### config.mk
export PLATFORM = sky130hd
export DESIGN_NAME = lap_apb_regfile
export DESIGN_NICKNAME = d
export VERILOG_FILES = /design/src/rtl/lap_apb_regfile.sv
export SDC_FILE = /design/constraint.sdc
export NUM_CORES = 1
export LEC_CHECK = 0
export ABC_CLOCK_PERIOD_IN_PS = 4900
export CAP_MARGIN = 20
export CORE_UTILIZATION = 42
export DETAILED_ROUTE_END_ITERATION = 7
export GPL_TIMING_DRIVEN = 0
export MAX_ROUTING_LAYER = met4
export RECOVER_POWER = 25
export SETUP_SLACK_MARGIN = 0.1
export SLEW_MARGIN = 20
export SYNTH_ARGS = -nofsm -noshare
export SYNTH_HDL_FRONTEND = slang
export SYNTH_SLANG_ARGS = --single-unit
### constraint.sdc
create_clock -name iPCLK -period 4.9 [get_ports iPCLK]
set_input_delay 0.735 -clock iPCLK [delete_from_list [all_inputs] [get_ports iPCLK]]
set_output_delay 0.735 -clock iPCLK [all_outputs]
set_load 0.005 [all_outputs]
### src/rtl/lap_apb_regfile.sv
// lap_apb_regfile: lap-time register file downstream of the stopwatch core.
// Captures lap words into slots, tracks valid slots, count, last slot and
// overflow, and exposes everything plus an interrupt through a zero-wait APB slave.
module lap_apb_regfile #(
  parameter int NUM_LAPS = 10,
  parameter int LAP_W    = 26
) (
  input  logic             iPCLK,
  input  logic             iRESET,
  input  logic             lap_wr,
  input  logic [LAP_W-1:0] lap,
  input  logic [3:0]       lap_addr,
  input  logic             PSEL,
  input  logic             PENABLE,
  input  logic             PWRITE,
  input  logic [7:0]       PADDR,
  input  logic [31:0]      PWDATA,
  output logic [31:0]      PRDATA,
  output logic             PREADY,
  output logic             PSLVERR,
  output logic             oIRQ
);

  // Word addresses of the control/status registers; LAPn occupy words 0..NUM_LAPS-1.
  localparam logic [5:0] STATUS_W = 6'd10;
  localparam logic [5:0] CTRL_W   = 6'd11;
  localparam logic [5:0] INT_W    = 6'd12;

  logic [5:0]          word;
  logic                apb_setup;
  logic                apb_access;
  logic                addr_err;
  logic                ro_err;
  logic                xfer_err;
  logic                wr_ok;
  logic                ctrl_clr;
  logic                int_wr;
  logic                cap;
  logic                bad_lap;
  logic                new_slot;

  logic [NUM_LAPS-1:0] slot_hit;
  logic [LAP_W-1:0]    lap_q [NUM_LAPS];

  logic [NUM_LAPS-1:0] valid_reg, valid_base, valid_next;
  logic [3:0]          count_reg, count_base, count_next;
  logic [3:0]          last_reg, last_base, last_next;
  logic                ovf_reg, ovf_base, ovf_next;
  logic                pend_reg, pend_next;
  logic                en_reg, en_next;
  logic                irq_reg;
  logic [31:0]         prdata_reg;
  logic                pslverr_reg;
  logic [31:0]         status_word;
  logic [31:0]         rdata_next;

  assign word       = PADDR[7:2];
  assign apb_setup  = PSEL & ~PENABLE;
  assign apb_access = PSEL & PENABLE;

  // Anything past INT is unmapped; LAPn and STATUS are read-only.
  assign addr_err = (word > INT_W);
  assign ro_err   = PWRITE & (word <= STATUS_W);
  assign xfer_err = addr_err | ro_err;

  // Writes commit on the access-phase edge and only when the transfer is legal.
  assign wr_ok    = apb_access & PWRITE & ~xfer_err;
  assign ctrl_clr = wr_ok & (word == CTRL_W) & PWDATA[0];
  assign int_wr   = wr_ok & (word == INT_W);

  assign cap     = lap_wr & (lap_addr < 4'(NUM_LAPS));
  assign bad_lap = lap_wr & ~cap;

  genvar gi;
  generate
    for (gi = 0; gi < NUM_LAPS; gi++) begin : g_slot
      logic [LAP_W-1:0] lap_reg;

      assign slot_hit[gi] = cap & (lap_addr == 4'(gi));
      assign lap_q[gi]    = lap_reg;

      // Per-slot lap storage; CTRL clear deliberately leaves the data alone.
      always_ff @(posedge iPCLK) begin
        if (iRESET) begin
          lap_reg <= '0;
        end else if (slot_hit[gi]) begin
          lap_reg <= lap;
        end
      end
    end
  endgenerate

  // Bookkeeping next-state: the CTRL clear is applied first, then any capture on top.
  always_comb begin
    valid_base = ctrl_clr ? '0   : valid_reg;
    count_base = ctrl_clr ? 4'd0 : count_reg;
    last_base  = ctrl_clr ? 4'd0 : last_reg;
    ovf_base   = ctrl_clr ? 1'b0 : ovf_reg;

    new_slot   = |(slot_hit & ~valid_base);
    valid_next = valid_base | slot_hit;
    count_next = count_base + {3'b000, new_slot};
    last_next  = cap ? lap_addr : last_base;
    ovf_next   = ovf_base | bad_lap;

    // W1C first so that a same-edge capture keeps pending set.
    pend_next = pend_reg;
    en_next   = en_reg;
    if (int_wr) begin
      en_next = PWDATA[1];
      if (PWDATA[0]) begin
        pend_next = 1'b0;
      end
    end
    if (cap) begin
      pend_next = 1'b1;
    end
  end

  // Status/interrupt state registers.
  always_ff @(posedge iPCLK) begin
    if (iRESET) begin
      valid_reg <= '0;
      count_reg <= 4'd0;
      last_reg  <= 4'd0;
      ovf_reg   <= 1'b0;
      pend_reg  <= 1'b0;
      en_reg    <= 1'b0;
      irq_reg   <= 1'b0;
    end else begin
      valid_reg <= valid_next;
      count_reg <= count_next;
      last_reg  <= last_next;
      ovf_reg   <= ovf_next;
      pend_reg  <= pend_next;
      en_reg    <= en_next;
      irq_reg   <= pend_reg & en_reg;
    end
  end

  // Assemble STATUS: valid mask, count, last slot, sticky overflow.
  always_comb begin
    status_word                 = '0;
    status_word[NUM_LAPS-1:0]   = valid_reg;
    status_word[19:16]          = count_reg;
    status_word[23:20]          = last_reg;
    status_word[24]             = ovf_reg;
  end

  // Read mux on current state; CTRL and unmapped addresses read as zero.
  always_comb begin
    rdata_next = '0;
    for (int i = 0; i < NUM_LAPS; i++) begin
      if (word == 6'(i)) begin
        rdata_next = 32'(lap_q[i]);
      end
    end
    if (word == STATUS_W) begin
      rdata_next = status_word;
    end
    if (word == INT_W) begin
      rdata_next = {30'd0, en_reg, pend_reg};
    end
  end

  // Read data loads on the setup edge and holds until the next read setup;
  // the error flag is also decided at setup so it is stable across the access phase.
  always_ff @(posedge iPCLK) begin
    if (iRESET) begin
      prdata_reg  <= '0;
      pslverr_reg <= 1'b0;
    end else begin
      if (apb_setup & ~PWRITE) begin
        prdata_reg <= rdata_next;
      end
      pslverr_reg <= apb_setup & xfer_err;
    end
  end

  assign PRDATA  = prdata_reg;
  assign PREADY  = 1'b1;
  assign PSLVERR = pslverr_reg;
  assign oIRQ    = irq_reg;

endmodule

==> report_table.html <==
<table>
<tr><th>Metric</th><th>Value</th></tr>
<tr><th colspan="2">Floorplanning</th></tr>
<tr><td>Starting density of the core</td><td>42.7%</td></tr>
<tr><td>Site Rows</td><td>65</td></tr>
<tr><td>Total core area</td><td>around 32000 µm²</td></tr>
<tr><td>Height of the die</td><td>between 150 and 200 µm</td></tr>
<tr><td>Die area</td><td>approximately 33000 µm²</td></tr>
<tr><td>Number of top-level pins</td><td>111</td></tr>
<tr><td>Chip width</td><td>181 µm</td></tr>
<tr><th colspan="2">Setup path</th></tr>
<tr><td>Worst Reg-to-Reg Cells</td><td>9</td></tr>
<tr><td>Kind of start point of the critical path</td><td>input port</td></tr>
<tr><td>Category of the most critical setup path</td><td>input port to flop</td></tr>
<tr><td>CP max FO</td><td>10</td></tr>
<tr><td>Startpoint of the worst-slack reg-to-reg timing path</td><td>valid_reg[0]$_SDFF_PP0_</td></tr>
<tr><td>R2r setup slk</td><td>~3 ns</td></tr>
<tr><td>Capturing point of the worst reg2reg path</td><td>count_reg[2]$_SDFF_PP0_</td></tr>
<tr><td>Crit path capture type</td><td>flop</td></tr>
<tr><td>CP arrival</td><td>around 4 ns</td></tr>
<tr><td>CP Data Required Time</td><td>around 5.3 ns</td></tr>
<tr><th colspan="2">Clocking</th></tr>
<tr><td>Deepest clock path buffer count</td><td>3</td></tr>
<tr><td>H-tree Lvls</td><td>2</td></tr>
<tr><td>Clock latency on the worst-skew pair</td><td>0.51 ns</td></tr>
<tr><td>Root Driver</td><td>sky130_fd_sc_hd__clkbuf_16</td></tr>
<tr><td>Total number of clock tree sinks</td><td>between 300 and 400</td></tr>
<tr><td>Clock buffer count from CTS</td><td>36</td></tr>
<tr><td># Post-CTS Setup Buffers</td><td>0</td></tr>
<tr><td>Resize count post-CTS</td><td>0</td></tr>
<tr><td>CTS tree</td><td>yes</td></tr>
<tr><td>Clock input transition at the sequential cells of the worst setup and hold paths</td><td>approximately 0.05 ns</td></tr>
<tr><td>Number of hold-repair buffers added at the cts stage</td><td>0</td></tr>
<tr><th colspan="2">Pwr</th></tr>
<tr><td>Pwr dens</td><td>358 nW/µm²</td></tr>
<tr><td>Maximum ir drop on the vdd rail</td><td>about 0.22 mV</td></tr>
<tr><td>Static Leakage</td><td>between 5 and 6 nW</td></tr>
<tr><th colspan="2">Finish</th></tr>
<tr><td>Final-stage net count</td><td>1876</td></tr>
<tr><td>Number of flip-flops in the largest register</td><td>260</td></tr>
<tr><td>Fill cell count</td><td>between 3000 and 4000</td></tr>
<tr><td>Synthesis-to-layout area growth</td><td>15.4%</td></tr>
<tr><td>Combined flip-flop and latch cell area</td><td>6190 µm²</td></tr>
<tr><td>Share of final-layout standard cells stronger than drive strength 1</td><td>under 10%</td></tr>
<tr><td>Number of cells in the finished layout apart from fillers</td><td>between 2000 and 2500</td></tr>
<tr><td>Fraction of the core area covered by cells at the end of the flow</td><td>about half</td></tr>
<tr><td>Area used by multi-input combinational logic</td><td>about 6700 µm²</td></tr>
<tr><th colspan="2">Status</th></tr>
<tr><td>Run status</td><td>finished, final reports clean</td></tr>
<tr><th colspan="2">Placement</th></tr>
<tr><td>HPWL after detailed placement</td><td>37200 µm</td></tr>
<tr><td>GP Congestion</td><td>around 0.99</td></tr>
<tr><td>Placed cell count</td><td>~2200</td></tr>
<tr><td>Buffers added on ports</td><td>just over 40</td></tr>
<tr><th colspan="2">Route</th></tr>
<tr><td>Number of nets with antenna violations after detailed routing</td><td>0</td></tr>
<tr><td>Drt total wl</td><td>between 50000 and 60000 µm</td></tr>
<tr><td>DRC errors left</td><td>0</td></tr>
<tr><td>Detailed-router iteration count before antenna repair</td><td>5</td></tr>
<tr><td>Routed WL per cell</td><td>approximately 23 µm</td></tr>
<tr><td>Initial drt markers</td><td>approximately 1600</td></tr>
<tr><td>DR vias</td><td>roughly 13000</td></tr>
<tr><td>Post-detailed-route via-to-cell ratio</td><td>around 5.8</td></tr>
<tr><th colspan="2">Yosys</th></tr>
<tr><td>Post-synth EDFFs</td><td>0</td></tr>
<tr><td>Area of the mapped netlist</td><td>around 14000 µm²</td></tr>
<tr><td>Biggest area consumer among synthesized cells</td><td>sky130_fd_sc_hd__dfxtp_1</td></tr>
<tr><td>#FFs+latches synth</td><td>~310</td></tr>
<tr><td>Post-synthesis cell type count</td><td>between 60 and 70</td></tr>
<tr><td>Synthesized instance count</td><td>between 1500 and 2000</td></tr>
<tr><td>Flip-flop cell with the highest count after synthesis</td><td>sky130_fd_sc_hd__dfxtp_1</td></tr>
<tr><td>Fraction of registers with async set/reset</td><td>0%</td></tr>
<tr><td>Sequential element share of the synthesized area</td><td>between 40% and 50%</td></tr>
<tr><td>Area share of the largest cell type after synthesis</td><td>around 46%</td></tr>
<tr><td>Yosys warning count</td><td>0</td></tr>
<tr><td>Mean Syn Cell Area</td><td>roughly 7.9 µm²</td></tr>
<tr><td>Top cells by area, synth</td><td>sky130_fd_sc_hd__dfxtp_1, sky130_fd_sc_hd__nand2_1, sky130_fd_sc_hd__a21oi_1</td></tr>
<tr><th colspan="2">Timing</th></tr>
<tr><td>Number of endpoints with negative hold slack in the final report</td><td>0</td></tr>
<tr><td>Clock period minus final worst setup slack</td><td>~3.6 ns</td></tr>
<tr><td>Final Max Slew Viols</td><td>0</td></tr>
<tr><td>Maximum clock frequency</td><td>0.278 GHz</td></tr>
<tr><td>Final-report setup violation count</td><td>0</td></tr>
<tr><td>Final period util</td><td>roughly 73%</td></tr>
<tr><td>Setup tns final</td><td>0 ns</td></tr>
<tr><td>Clk_skew</td><td>roughly 0.0081 ns</td></tr>
<tr><td>Slew at the pin with the worst max-slew slack</td><td>1.04 ns</td></tr>
<tr><td>Unrepaired setup endpoints after global routing</td><td>false</td></tr>
<tr><td>Max-slew headroom</td><td>30.3%</td></tr>
<tr><th colspan="2">Worst hold path</th></tr>
<tr><td>Hold path start</td><td>g_slot[2].lap_reg[10]$_SDFFE_PP0P_</td></tr>
<tr><td>Class of the most critical hold timing path</td><td>flop to flop</td></tr>
<tr><td>Worst hold stages</td><td>2</td></tr>
<tr><td>Capture endpoint of the worst hold path</td><td>g_slot[2].lap_reg[10]$_SDFFE_PP0P_</td></tr>
<tr><th colspan="2">GRT</th></tr>
<tr><td>Total global routing track utilization</td><td>between 30% and 40%</td></tr>
<tr><td>Wire length of the first global-routing pass</td><td>approximately 75000 µm</td></tr>
<tr><td>Residual overflow from global routing</td><td>0</td></tr>
<tr><td>Number of global-route vias before repair</td><td>about 12000</td></tr>
<tr><td>Largest net degree at the start of global routing</td><td>14</td></tr>
<tr><td>Initial antenna violation count</td><td>1</td></tr>
<tr><th colspan="2">Run</th></tr>
<tr><td>Maximum capacitance violations</td><td>0</td></tr>
</table>
-- logic make-up (layout without fill, tap and decap cells) --
kind of cell             Yosys count  in the layout  synth area share (%)
AO/OA/AOI/OAI                    459            459                  20.4
XOR/XNOR                           2              2                 0.130
adder cells (fa/ha/maj)            2              2                 0.185
buffers and inverters            168            268                  5.34
flip-flops                       309            309                  45.7
multiplexers                      47             47                  5.75
other                              2              8                0.0555
AND/OR/NAND/NOR                  725            725                  22.4
-- area by class of cell --
cell class                      instances  area share (%)
Antenna cell                            1          0.0160
Buffer                                162            4.48
Clock buffer                           52            6.87
Clock inverter                          7           0.401
Inverter                                6           0.144
Multi-Input combinational cell       1242            42.6
Sequential cell                       309            39.6
Tap cell                              402            3.22
Timing Repair Buffer                   41            2.63
-- power breakdown --
part           switching, mW  internal (mW)
sequential            0.0202           2.55
combinational          0.287          0.109
clock                   1.07           1.56
total                   1.38           4.22
-- placed cells by master, fill, tap and decap left out, types with 19 or more instances in the layout --
| cell type | instances |
|---|---|
| sky130_fd_sc_hd__clkbuf_16 | 37 |
| sky130_fd_sc_hd__dfxtp_1 | 309 |
| sky130_fd_sc_hd__nand2_1 | 577 |
| sky130_fd_sc_hd__a2bb2oi_1 | 23 |
| sky130_fd_sc_hd__nor2_1 | 53 |
| sky130_fd_sc_hd__a21oi_1 | 292 |
| sky130_fd_sc_hd__clkbuf_1 | 121 |
| sky130_fd_sc_hd__dlygate4sd3_1 | 31 |
| sky130_fd_sc_hd__buf_2 | 34 |
| sky130_fd_sc_hd__o21ai_0 | 23 |
| sky130_fd_sc_hd__mux4_2 | 24 |
| sky130_fd_sc_hd__a22oi_1 | 19 |
| sky130_fd_sc_hd__a221oi_1 | 21 |
-- synth_stat cells, types with 19 or more instances --
cell and n:
sky130_fd_sc_hd__mux4_2 24, sky130_fd_sc_hd__clkbuf_1 115, sky130_fd_sc_hd__a221oi_1 21, sky130_fd_sc_hd__nand2_1 577, sky130_fd_sc_hd__nor2_1 53, sky130_fd_sc_hd__a21oi_1 292, sky130_fd_sc_hd__o21ai_0 23, sky130_fd_sc_hd__buf_2 34
sky130_fd_sc_hd__a22oi_1 19, sky130_fd_sc_hd__a2bb2oi_1 23, sky130_fd_sc_hd__dfxtp_1 309
-- metal layers --
| metal | GRT usage [%] | up-vias | part of all wire (%) | wire length, µm |
|---|---|---|---|---|
| li1 | - | 6024 | - | - |
| met1 | 41.2 | 6165 | 43 | 21900 |
| met2 | 47.2 | 632 | 44 | 22500 |
| met3 | 7.02 | 112 | 9.6 | 4910 |
| met4 | 12.0 | 0 | 3.7 | 1910 |
| met5 | - | - | 0 | 0 |
-- worst max-delay path, stage by stage --
cell and delay [ns]:
sky130_fd_sc_hd__dlygate4sd3_1 0.69, sky130_fd_sc_hd__clkbuf_1 0.41, sky130_fd_sc_hd__o2111ai_1 0.32, sky130_fd_sc_hd__or3_1 0.58, sky130_fd_sc_hd__clkbuf_1 0.28, sky130_fd_sc_hd__and2_1 0.23, sky130_fd_sc_hd__ha_1 0.22, sky130_fd_sc_hd__ha_1 0.23
sky130_fd_sc_hd__nand2b_1 0.08, sky130_fd_sc_hd__a21oi_1 0.04, sky130_fd_sc_hd__a31o_1 0.18
-- worst max-delay path by stage --
stage | start | to | slack (ns) | cells past startpoint
final | PADDR[5] | count_reg[2]$_SDFF_PP0_ | 1.30 | 11
after global placement | PADDR[5] | count_reg[2]$_SDFF_PP0_ | 0.90 | 11
after CTS | PADDR[5] | count_reg[2]$_SDFF_PP0_ | 1.44 | 11
after global routing | PADDR[5] | count_reg[2]$_SDFF_PP0_ | 1.23 | 11
after floorplan | PADDR[2] | count_reg[2]$_SDFF_PP0_ | 1.97 | 11
after detailed placement | PADDR[5] | count_reg[2]$_SDFF_PP0_ | 0.92 | 11
-- per-stage QoR --
step                      instance area (µm²)  setup slack [ns]  hold WS (ns)  power [mW]
after floorplan                         13500              1.97         0.423        2.85
after global placement                  14500             0.898         0.435        3.00
after detailed placement                14500             0.923         0.443        3.01
after CTS                               15600              1.44         0.451        5.60
after global routing                    15600              1.23         0.464        5.74
final                                   15600              1.30         0.451        5.60
No activity file was read; power rests on OpenSTA's default activity.
